==> config.mk <==
export PLATFORM = sky130hd
export DESIGN_NAME = branch_predictor
export DESIGN_NICKNAME = d
export VERILOG_FILES = /design/src/rtl/branch_predictor_pkg.sv /design/src/rtl/branch_predictor_sat_counter2.sv /design/src/rtl/branch_predictor.sv
export SDC_FILE = /design/constraint.sdc
export NUM_CORES = 2
export LEC_CHECK = 0
export ABC_CLOCK_PERIOD_IN_PS = 5940
export CORE_ASPECT_RATIO = 0.9
export CORE_MARGIN = 1
export CORE_UTILIZATION = 45
export DETAILED_ROUTE_END_ITERATION = 16
export PLACE_DENSITY_LB_ADDON = 0.2
export SYNTH_ARGS = -nofsm -noshare
export SYNTH_HDL_FRONTEND = slang
export SYNTH_SLANG_ARGS = --single-unit
==> constraint.sdc <==
create_clock -name clock -period 5.94 [get_ports clock]
set_input_delay 1.782 -clock clock [delete_from_list [all_inputs] [get_ports clock]]
set_output_delay 1.782 -clock clock [all_outputs]
set_load 0.01 [all_outputs]
==> src/rtl/branch_predictor_pkg.sv <==
// Shared constants and PC slicing helpers for the dynamic branch predictor.
package bp_pkg;

  typedef enum logic [1:0] {
    SNT = 2'b00,
    WNT = 2'b01,
    WT  = 2'b10,
    ST  = 2'b11
  } cnt_state_e;

  // Fall-through address for a not-taken branch skips the delay slot.
  localparam int DSLOT_OFFSET = 8;

  // Helpers work on a 64-bit widened PC; callers truncate to the field width.
  function automatic logic [63:0] pc_index(input logic [63:0] pc, input int idx_w);
    return (pc >> 2) & ((64'd1 << idx_w) - 64'd1);
  endfunction

  function automatic logic [63:0] pc_tag(input logic [63:0] pc, input int idx_w,
                                         input int tag_w);
    return (pc >> (idx_w + 2)) & ((64'd1 << tag_w) - 64'd1);
  endfunction

endpackage

==> src/rtl/branch_predictor_sat_counter2.sv <==
// Next-state function of a 2-bit saturating branch counter.
module sat_counter2
  import bp_pkg::*;
(
  input  logic [1:0] cur,
  input  logic       taken,
  output logic [1:0] next
);

  always_comb begin
    next = cur;
    if (taken) begin
      if (cur != ST) next = cur + 2'd1;
    end else begin
      if (cur != SNT) next = cur - 2'd1;
    end
  end

endmodule

==> src/rtl/branch_predictor.sv <==
// Counter table + direct-mapped BTB predictor with ID-stage resolution/training.
// Optional BRANCH_STATS_EN adds resolved-branch and mispredict counters.
module branch_predictor
  import bp_pkg::*;
#(
  parameter int         IDX_W    = 6,
  parameter int         TAG_W    = 8,
  parameter int         ADDR_W   = 32,
  parameter logic [1:0] CNT_INIT = 2'b01
) (
  input  logic              clock,
  input  logic              reset,
  input  logic [ADDR_W-1:0] if_pc,
  output logic              pred_taken,
  output logic [ADDR_W-1:0] pred_target,
  input  logic              id_valid,
  input  logic              id_is_branch,
  input  logic [ADDR_W-1:0] id_pc,
  input  logic              id_taken,
  input  logic [ADDR_W-1:0] id_target,
  input  logic              id_pred_taken,
  input  logic [ADDR_W-1:0] id_pred_target,
  output logic              mispredict,
  output logic [ADDR_W-1:0] redirect_pc
`ifdef BRANCH_STATS_EN
  ,
  output logic [31:0]       stat_branches,
  output logic [31:0]       stat_mispred
`endif
);

  localparam int DEPTH = 1 << IDX_W;

  logic [1:0]        cnt        [DEPTH];
  logic [DEPTH-1:0]  btb_valid;
  logic [TAG_W-1:0]  btb_tag    [DEPTH];
  logic [ADDR_W-1:0] btb_target [DEPTH];

  logic [IDX_W-1:0]  if_idx, id_idx;
  logic [TAG_W-1:0]  if_tag, id_tag;
  logic [1:0]        cnt_next;
  logic              resolve;

  assign if_idx = IDX_W'(pc_index(64'(if_pc), IDX_W));
  assign if_tag = TAG_W'(pc_tag(64'(if_pc), IDX_W, TAG_W));
  assign id_idx = IDX_W'(pc_index(64'(id_pc), IDX_W));
  assign id_tag = TAG_W'(pc_tag(64'(id_pc), IDX_W, TAG_W));

  // Lookup reads the pre-update table; no bypass from the ID-stage write.
  assign pred_taken  = !reset && cnt[if_idx][1] && btb_valid[if_idx] &&
                       (btb_tag[if_idx] == if_tag);
  assign pred_target = pred_taken ? btb_target[if_idx] : '0;

  assign resolve    = !reset && id_valid && id_is_branch;
  assign mispredict = resolve && ((id_taken != id_pred_taken) ||
                                  (id_taken && (id_pred_target != id_target)));

  always_comb begin
    redirect_pc = '0;
    if (mispredict)
      redirect_pc = id_taken ? id_target : id_pc + ADDR_W'(DSLOT_OFFSET);
  end

  sat_counter2 u_sat (
    .cur   (cnt[id_idx]),
    .taken (id_taken),
    .next  (cnt_next)
  );

  // Tag/target storage is left unreset; btb_valid gates every use of it.
  always_ff @(posedge clock) begin
    if (reset) begin
      for (int i = 0; i < DEPTH; i++) cnt[i] <= CNT_INIT;
      btb_valid <= '0;
    end else if (resolve) begin
      cnt[id_idx] <= cnt_next;
      if (id_taken) begin
        btb_valid[id_idx]  <= 1'b1;
        btb_tag[id_idx]    <= id_tag;
        btb_target[id_idx] <= id_target;
      end
    end
  end

`ifdef BRANCH_STATS_EN
  always_ff @(posedge clock) begin
    if (reset) begin
      stat_branches <= '0;
      stat_mispred  <= '0;
    end else begin
      if (resolve)    stat_branches <= stat_branches + 32'd1;
      if (mispredict) stat_mispred  <= stat_mispred + 32'd1;
    end
  end
`endif

endmodule

==> impl_metrics.ini <==
[synth]
yosysMostFrequentCell = edfxtp_1
yosysTopAreaCell = edfxtp_1
avgSynthCellArea_um2 = 21.4
synth.yosys.seq_area_share_pct = 75.7
synth-edff-count = 2688
ys_ff_latch = 2752
synthesis.area_um2 = 108000
synthArstFlopShare_pct = 0
yosys.area.top_type_share_pct = 74.5
yosys-top-cells-count = 2688 x edfxtp_1, 797 x mux4_2, 332 x nor2_1, 201 x nand2_1, 110 x nand3_1
syn_inst = 5062
netlist-cell-type-count = 68
synth.area.top_cells = edfxtp_1 75%, mux4_2 17%, dfxtp_1 1.2%, nor2_1 1.2%, mux2i_1 0.75%
syn_nets = 5200
ys.warnings.count = 0
synthFlopType = edfxtp_1

[layout]
drive_above_1_share_pct = 33.1
syn_to_final_growth_pct = 18.3
nNetsFinal = 5926
stdcell_count = 9179
stdcell_area_um2 = 128000

[sta]
finalHoldViolCount = 0
rsz0062_at_grt = yes
fmax_mhz = 151
slew_violations = 0
final.setup.worst_slack_ns = -0.672
relSlewSlack_pct = 17.5
fin_crit_sh_pct = 111
skew_ns = 0.0363
fin_crit_ns = 6.61
worst_pin_slew_ns = 1.24
setup_viol = 33
holdWs_ns = 0.467

[cts]
clk_pin_slew_worst_paths_ns = 0.06
clock_latency_ns = 0.92
cts_tree = yes
htreeDepth = 5
cts_root_buf = clkbuf_16
clkSinkCount = 2752
postCtsHoldBufs = 0
numCtsBuffers = 284
clock_path_buffers = 4

[worst_setup_path]
crit_path_max_fanout = 16
path_class = input pin to primary output
crit_path_start_kind = input pin
worst-r2r-cell-count = 8
critPathTopFamily = buffers and inverters
critPathArrivalTime_ns = 4.83
slowest_delay_ns = 0.52
end_kind = primary output
worst-path-buf-inv = 7
cp_cell_sequence = buf_8, buf_4, mux4_2, mux4_2, nor2_1, a311oi_1, xnor2_1, and4_4, buf_12, buf_12, buf_6, nor4bb_4, buf_4, buf_6
crit_cells = 14
cp_slowest_cell = mux4_2
crit_required_ns = 4.16

[route]
remaining_drc_errors = 14
ant_nets = 0
drt_iter0_drc = 8486
totalWireLength_mm = 330
via_per_inst = 6.27
num_vias = 57559
wl_per_cell_um = 36.0
dr.pass1.iters = 12

[power_and_ir_drop]
leakage_nw = 40.8
vdd_drop_max_uv = 355
total_power_mw = 40.5
powerDensity_nw_per_um2 = 316

[run_status]
status = finished, violations left
violations = DRC, setup timing

[die]
ios = 200
die_h_um = 467
die_area_um2 = 243000
die_width_um = 519
start_util_pct = 45.3
rows = 170
coreArea_um2 = 239000

[place]
routabilityCongestion = 0.833
post-dp-hpwl_mm = 186
port_buffers = 181
dp.cells = 8626
placed_area_um2 = 118000

[run]
maxCapViolations = 0

[min_path]
min_path_type = flop to flop
hold_path_depth = 2

[grt]
groute.usage.overall_pct = 27.3
grt_first_pass_wirelength_mm = 452
grt_pass1_vias = 56068
gr-total-overflow = 0
antenna_found_initial = 19
grt_max_degree = 83
sequential cells by signal, summed over array words and instances, names as in the netlist:
| signal | cells |
|---|---|
| btb_valid | 64 |
| btb_target | 2048 |
| cnt | 128 |
| btb_tag | 512 |
routing by layer:
metal	up-vias	track usage [%]	part of all wire (%)	wire length, µm
li1	22504	-	-	-
met1	31215	39.7	40	133000
met2	3303	42.6	47	154000
met3	531	4.85	10	33300
met4	6	7.74	3.0	10000
met5	-	0	0.012	39
kinds of logic after synthesis:
group	count (synthesis)	synth area share (%)
XOR/XNOR	58	0.469
multiplexers	893	17.5
AND/OR/NAND/NOR	850	3.60
buffers and inverters	316	1.51
AO/OA/AOI/OAI	187	1.14
flip-flops	2752	75.7
adder cells (fa/ha/maj)	6	0.0647
layout make-up:
cell class | instances | area, µm²
antenna | 21 | 52.6
clock buffer | 372 | 7650
clock inverter | 102 | 797
fill | 18230 | 111000
inverter | 13 | 62.6
multi-input combinational | 1994 | 25600
sequential | 2752 | 82000
tap | 3182 | 3980
timing repair buffer | 743 | 7920
repair_timing:
item,4_1_cts,5_1_grt
buffers inserted,34,19
resized for setup,328,89
gates cloned,9,3
pin swaps,17,23
endpoints found under the setup margin,66,66
where the power goes:
group          switching (mW)  internal, mW
Sequential             0.0146          21.3
Combinational            1.36          1.03
Clock                    7.16          9.58
Total                    8.54          31.9
cell usage in the layout, fill, tap and decap left out, types with 48 or more instances in the layout:
| master | n |
|---|---|
| nor2_1 | 267 |
| mux2i_1 | 77 |
| nand2b_1 | 74 |
| buf_6 | 50 |
| buf_12 | 125 |
| buf_2 | 54 |
| dfxtp_1 | 64 |
| clkinv_1 | 48 |
| clkbuf_16 | 296 |
| nand3_1 | 108 |
| nand2_1 | 200 |
| clkbuf_1 | 77 |
| nor2_4 | 65 |
| buf_4 | 398 |
| mux4_2 | 797 |
| edfxtp_1 | 2688 |
path summary, 6_finish.rpt:
kind	end	slack, ns	startpoint
min	btb_valid[42]	0.47	btb_valid[42]
max reg2reg	cnt[55][1]	3.09	cnt[33][1]
max	pred_target[2]	-0.67	if_pc[3]
min reg2reg	btb_valid[42]	0.47	btb_valid[42]
worst reg2reg max path: stages, from the launching register on:
cell and delay [ns]:
edfxtp_1 0.43, mux4_2 0.49, nand2_1 0.09, nand2_1 0.05, a22oi_1 0.27, and4_1 0.27
maj3_2 0.64, buf_12 0.28, nor2_1 0.08
through the flow:
stage               util, %  setup TNS [ns]  worst slack, ns
floorplan                 -          -0.744          -0.0368
global placement       49.5          -53.54            -1.24
detailed placement     49.5          -57.67            -1.37
CTS                    53.4          -20.78           -0.675
global route           53.6          -21.73           -0.742
finish                 53.6          -19.54           -0.672
(Power assumes the default switching activity.)
